==> src/rtl/dmem_arbiter.sv <==
// Two-port data-memory arbiter.
// Port A (pipeline MEM stage) and port B (debug/DMA loader) share a single
// combinational-read, synchronous-write word memory. Each access runs through
// IDLE -> ACCESS -> RESP. An illegal address skips ACCESS, so the memory is
// never strobed for a rejected request. Round-robin arbitration picks a
// winner when both ports request in the same cycle.
module dmem_arbiter #(
    parameter int unsigned MEM_BYTES = 32
) (
    input  logic        clk_i,
    input  logic        rst_i,

    input  logic        req_a_i,
    input  logic        we_a_i,
    input  logic [31:0] addr_a_i,
    input  logic [31:0] wdata_a_i,
    output logic        ack_a_o,
    output logic [31:0] rdata_a_o,
    output logic        err_a_o,

    input  logic        req_b_i,
    input  logic        we_b_i,
    input  logic [31:0] addr_b_i,
    input  logic [31:0] wdata_b_i,
    output logic        ack_b_o,
    output logic [31:0] rdata_b_o,
    output logic        err_b_o,

    output logic [31:0] mem_addr_o,
    output logic [31:0] mem_wdata_o,
    output logic        mem_read_o,
    output logic        mem_write_o,
    input  logic [31:0] mem_rdata_i,

    output logic        busy_o
);

    // Highest legal word address. The compare against it is a full 32-bit
    // unsigned compare, so huge addresses never wrap into the legal range.
    localparam logic [31:0] MAX_ADDR = 32'(MEM_BYTES - 4);

    typedef enum logic [1:0] {
        IDLE   = 2'd0,
        ACCESS = 2'd1,
        RESP   = 2'd2
    } state_t;

    typedef enum logic {
        PORT_A = 1'b0,
        PORT_B = 1'b1
    } port_t;

    state_t      state;
    state_t      state_nxt;

    port_t       last_grant;
    port_t       grant_sel;
    port_t       grant_id;

    logic        any_req;
    logic        take_req;
    logic        sel_we;
    logic [31:0] sel_addr;
    logic [31:0] sel_wdata;
    logic        sel_illegal;

    logic        lat_we;
    logic [31:0] lat_addr;
    logic [31:0] lat_wdata;
    logic        lat_err;

    // Round-robin winner: a lone requester wins; on contention the port that
    // was not granted last time wins.
    always_comb begin
        grant_sel = PORT_A;
        if (req_a_i && req_b_i) begin
            grant_sel = (last_grant == PORT_A) ? PORT_B : PORT_A;
        end else if (req_b_i) begin
            grant_sel = PORT_B;
        end
    end

    // Operand mux for the selected port plus the address legality check.
    always_comb begin
        any_req     = req_a_i | req_b_i;
        take_req    = (state == IDLE) && any_req;
        sel_we      = (grant_sel == PORT_B) ? we_b_i    : we_a_i;
        sel_addr    = (grant_sel == PORT_B) ? addr_b_i  : addr_a_i;
        sel_wdata   = (grant_sel == PORT_B) ? wdata_b_i : wdata_a_i;
        sel_illegal = (sel_addr[1:0] != 2'b00) || (sel_addr > MAX_ADDR);
    end

    // State register; async reset forces IDLE, which drops every strobe.
    always_ff @(posedge clk_i or posedge rst_i) begin
        if (rst_i) begin
            state <= IDLE;
        end else begin
            state <= state_nxt;
        end
    end

    // Next-state and all combinational outputs (memory strobes, ack, err).
    always_comb begin
        state_nxt   = state;
        mem_addr_o  = 32'd0;
        mem_wdata_o = 32'd0;
        mem_read_o  = 1'b0;
        mem_write_o = 1'b0;
        ack_a_o     = 1'b0;
        ack_b_o     = 1'b0;
        err_a_o     = 1'b0;
        err_b_o     = 1'b0;
        busy_o      = (state != IDLE);

        case (state)
            IDLE: begin
                if (any_req) begin
                    state_nxt = sel_illegal ? RESP : ACCESS;
                end
            end
            ACCESS: begin
                mem_addr_o  = lat_addr;
                mem_wdata_o = lat_wdata;
                mem_write_o = lat_we  && !lat_err;
                mem_read_o  = !lat_we && !lat_err;
                state_nxt   = RESP;
            end
            RESP: begin
                if (grant_id == PORT_A) begin
                    ack_a_o = 1'b1;
                    err_a_o = lat_err;
                end else begin
                    ack_b_o = 1'b1;
                    err_b_o = lat_err;
                end
                state_nxt = IDLE;
            end
            default: begin
                state_nxt = IDLE;
            end
        endcase
    end

    // Capture the winner's operands and grant id once, when the request is
    // accepted in IDLE; later operand changes cannot disturb the access.
    always_ff @(posedge clk_i or posedge rst_i) begin
        if (rst_i) begin
            lat_we     <= 1'b0;
            lat_addr   <= 32'd0;
            lat_wdata  <= 32'd0;
            lat_err    <= 1'b0;
            grant_id   <= PORT_A;
            last_grant <= PORT_B;
        end else if (take_req) begin
            lat_we     <= sel_we;
            lat_addr   <= sel_addr;
            lat_wdata  <= sel_wdata;
            lat_err    <= sel_illegal;
            grant_id   <= grant_sel;
            last_grant <= grant_sel;
        end
    end

    // Read data is registered at the end of ACCESS into the granted port only;
    // writes and rejected accesses leave both read registers untouched.
    always_ff @(posedge clk_i or posedge rst_i) begin
        if (rst_i) begin
            rdata_a_o <= 32'd0;
            rdata_b_o <= 32'd0;
        end else if ((state == ACCESS) && !lat_we && !lat_err) begin
            if (grant_id == PORT_A) begin
                rdata_a_o <= mem_rdata_i;
            end else begin
                rdata_b_o <= mem_rdata_i;
            end
        end
    end

endmodule
==> config.mk <==
export PLATFORM = sky130hd
export DESIGN_NAME = dmem_arbiter
export DESIGN_NICKNAME = d
export VERILOG_FILES = /design/src/rtl/dmem_arbiter.sv
export SDC_FILE = /design/constraint.sdc
export NUM_CORES = 1
export LEC_CHECK = 0
export BUFFER_PORTS_ARGS = -buffer_cell sky130_fd_sc_hd__buf_2
export CORE_AREA = 2 2 115 117
export DETAILED_ROUTE_END_ITERATION = 6
export DIE_AREA = 0 0 117 119
export PLACE_DENSITY = 0.88
export SLEW_MARGIN = 20
export SYNTH_ARGS = -nofsm -noshare
export SYNTH_HDL_FRONTEND = slang
export SYNTH_SLANG_ARGS = --single-unit
==> constraint.sdc <==
create_clock -name clk_i -period 7.8 [get_ports clk_i]
set_input_delay 0.39 -clock clk_i [delete_from_list [all_inputs] [get_ports clk_i]]
set_output_delay 0.39 -clock clk_i [all_outputs]
set_load 0.005 [all_outputs]
==> impl_metrics.csv <==
group,metric,value,unit
place,hpwl,12300,um
finish,num-fill-cells,979,
worst_setup_path,cp_data_required_time,7.41,ns
worst_setup_path,cp-end-kind,"output port",
floorplan,dieArea,0.0139,mm^2
sta,hold_viol_final,0,
routing,drtIter0Drc,266,
worst_hold_path,hold_class,"input pin to async pin",
synthesis,synth_edf_count,0,
sta,final_max_slew_viol_count,0,
sta,worst_slew_pin_slew,1.11,ns
sta,maxSlewHeadroom,26.0,%
sta,post-route-min-period,2.49,ns
synthesis,synth_top_area_share,52.2,%
routing,drc,0,
synthesis,yosys-top-cells-count,"133 x dfrtp_1, 69 x nor2_1, 67 x a21oi_1",
place,io_buffer_count,300,
routing,drtPass1Iterations,4,
power,p_leak,4.56,nW
synthesis,postSynthAreaPerCell,11.7,um^2
synthesis,syn_nets,709,
synthesis,netlist_area,0.00637,mm^2
synthesis,synthCells,543,
floorplan,fp.dieH,119,um
worst_setup_path,startpoint_type,"flip-flop",
routing,vias,5212,
cts,htree_levels,4,
global_route,grt_pass1_vias,5221,
global_route,overflow,0,
synthesis,synth_cell_types,32,
worst_setup_path,crit_type,"flip-flop to output port",
place,gp_congestion,0.853,
floorplan,ioPinCount,301,
cts,clock_path_buffers,2,
worst_setup_path,crit_arrival,2.10,ns
floorplan,start_util,49.5,%
cts,cts_setup_buffers,0,
cts,cts_num_sinks,134,
outcome,status,"finished clean",
cts,cts_tree,"done",
synthesis,yosysSeqAreaShare,52.7,%
floorplan,dieWidth,117,um
sta,fmax,0.401,GHz
finish,final_util,66.7,%
finish,nets,998,
routing,post_drt_wl_per_cell,16.5,um
power,ir_drop,0.000111,V
global_route,grt_max_degree,99,
power,p_total,1.93,mW
global_route,grtUsageTotal,24.4,%
sta,fin_setup_tns,0,ns
synthesis,yosysMostFrequentCell,"dfrtp_1",
synthesis,ys_ff_latch,134,
job,maxCapViolations,0,
global_route,grt_pass1_wl,26000,um
routing,finalWirelength,16800,um
synthesis,yosys_warnings,0,
routing,ant_nets,0,
routing,viasPerCell,5.09,
floorplan,rows,42,
floorplan,core-area,0.0129,mm^2
synthesis,yosys-top-cells-area,"dfrtp_1 52%, mux2i_1 10%, mux2_4 7.1%, and2_1 6.5%, mux2_2 5.7%",
worst_setup_path,critPathMaxFanout,35,
finish,area_growth,34.8,%
worst_setup_path,reg2reg_depth,5,
sta,rsz0062_at_grt,"false",
cts,numCtsBuffers,17,
sta,setup_viol_count_final,0,
sta,fin_skew,0.0186,ns
cts,cts_resized,0,
sta,finalCritPeriodShare,32.0,%
cts,holdBufCountCts,0,
synthesis,dominantRegCellSynth,"dfrtp_1",
finish,drive_above_1_share,48.3,%
synthesis,async_flop_share,100,%
power,cellPowerDensity,224,mW/mm^2
cts,clkLatencyLatePin,0.42,ns
synthesis,synth_largest_area_cell,"dfrtp_1",
cts,cts_root_buf,"clkbuf_16",
cts,clk_pin_slew,0.06,ns
sta,holdWs,0.0680,ns
global_route,antenna_found_initial,3,
layout by cell type, fill, tap and decap left out, types with 2 or more instances in the layout:
| cell type | Yosys | final |
|---|---|---|
| nand4_1 | 2 | 2 |
| inv_6 | 0 | 2 |
| clkinv_4 | 0 | 5 |
| a21oi_1 | 67 | 67 |
| mux2i_1 | 65 | 65 |
| buf_2 | 13 | 300 |
| diode_2 | 0 | 2 |
| dfrtp_1 | 133 | 133 |
| nor3_1 | 3 | 3 |
| and2_1 | 66 | 66 |
| bufinv_16 | 0 | 4 |
| nand2_1 | 4 | 4 |
| nor2_1 | 69 | 69 |
| inv_1 | 3 | 2 |
| mux2_2 | 32 | 32 |
| clkinv_2 | 0 | 2 |
| mux2_4 | 30 | 30 |
| nor3b_1 | 3 | 3 |
| a31oi_1 | 2 | 2 |
| nand4b_1 | 2 | 2 |
| clkbuf_16 | 0 | 17 |
| buf_4 | 7 | 4 |
| nor4_1 | 12 | 12 |
| mux2_1 | 2 | 2 |
where the power goes:
part	total [mW]	switching, mW	leakage, nW	internal (mW)
Clock	0.846	0.308	0.305	0.538
Combinational	0.256	0.134	2.66	0.122
Sequential	0.824	0.0457	1.60	0.778
Total	1.93	0.488	4.56	1.44
path summary, 6_finish.rpt:
path                                 startpoint        endpoint  slack (ns)
worst max-delay path                   state[0]  mem_wdata_o[1]        5.31
worst min register to register    rdata_a_o[25]   rdata_a_o[25]        0.49
min in group clk_i              mem_rdata_i[25]   rdata_a_o[25]        0.20
worst max register to register       last_grant         lat_err        5.33
max in group asynchronous                 rst_i    rdata_a_o[0]        6.52
worst min-delay path                      rst_i    lat_addr[30]        0.07
registers in the layout, summed over array words and instances, names as in the netlist:
register	count
rdata_a_o	32
grant_id	1
last_grant	1
state	2
lat_err	1
rdata_b_o	32
lat_we	1
lat_addr	32
lat_wdata	32
per-stage QoR:
stage	setup WS (ns)	cells	cell area, um^2
finish	5.31	1023	8590
global route	5.10	1023	8590
detailed placement	5.12	987	7910
global placement	5.26	987	7910
floorplan	3.83	543	6370
CTS	5.01	1019	8530
layer usage:
layer	routed length, um	vias up	track usage [%]	share of wire (%)
li1	-	2466	-	-
met1	6530	2494	27.3	39
met2	8520	220	41.9	51
met3	1400	30	8.75	8.3
met4	381	2	9.26	2.3
met5	13	-	0	0.077
kinds of logic after synthesis:
| kind of cell | share of synthesized area [%] |
|---|---|
| buffers and inverters | 4.03 |
| AO/OA/AOI/OAI | 5.99 |
| AND/OR/NAND/NOR | 14.0 |
| multiplexers | 23.3 |
| flip-flops | 52.7 |
worst max-delay path, stage by stage (launching register included):
cell,delay [ns]
dfrtp_1,0.50
nor2b_4,0.65
buf_16,0.24
and2_1,0.15
buf_2,0.13
cell type report:
| type | count | area (um^2) | share of cell area, % |
|---|---|---|---|
| multi-input combinational | 370 | 2790 | 32.4 |
| clock inverter | 14 | 199 | 2.32 |
| tap | 176 | 220 | 2.56 |
| timing repair buffer | 306 | 1580 | 18.4 |
| antenna | 2 | 5.00 | 0.0583 |
| sequential | 134 | 3350 | 39.1 |
| inverter | 3 | 13.8 | 0.160 |
| clock buffer | 18 | 429 | 5.00 |
No activity file was read; power rests on OpenSTA's default activity.
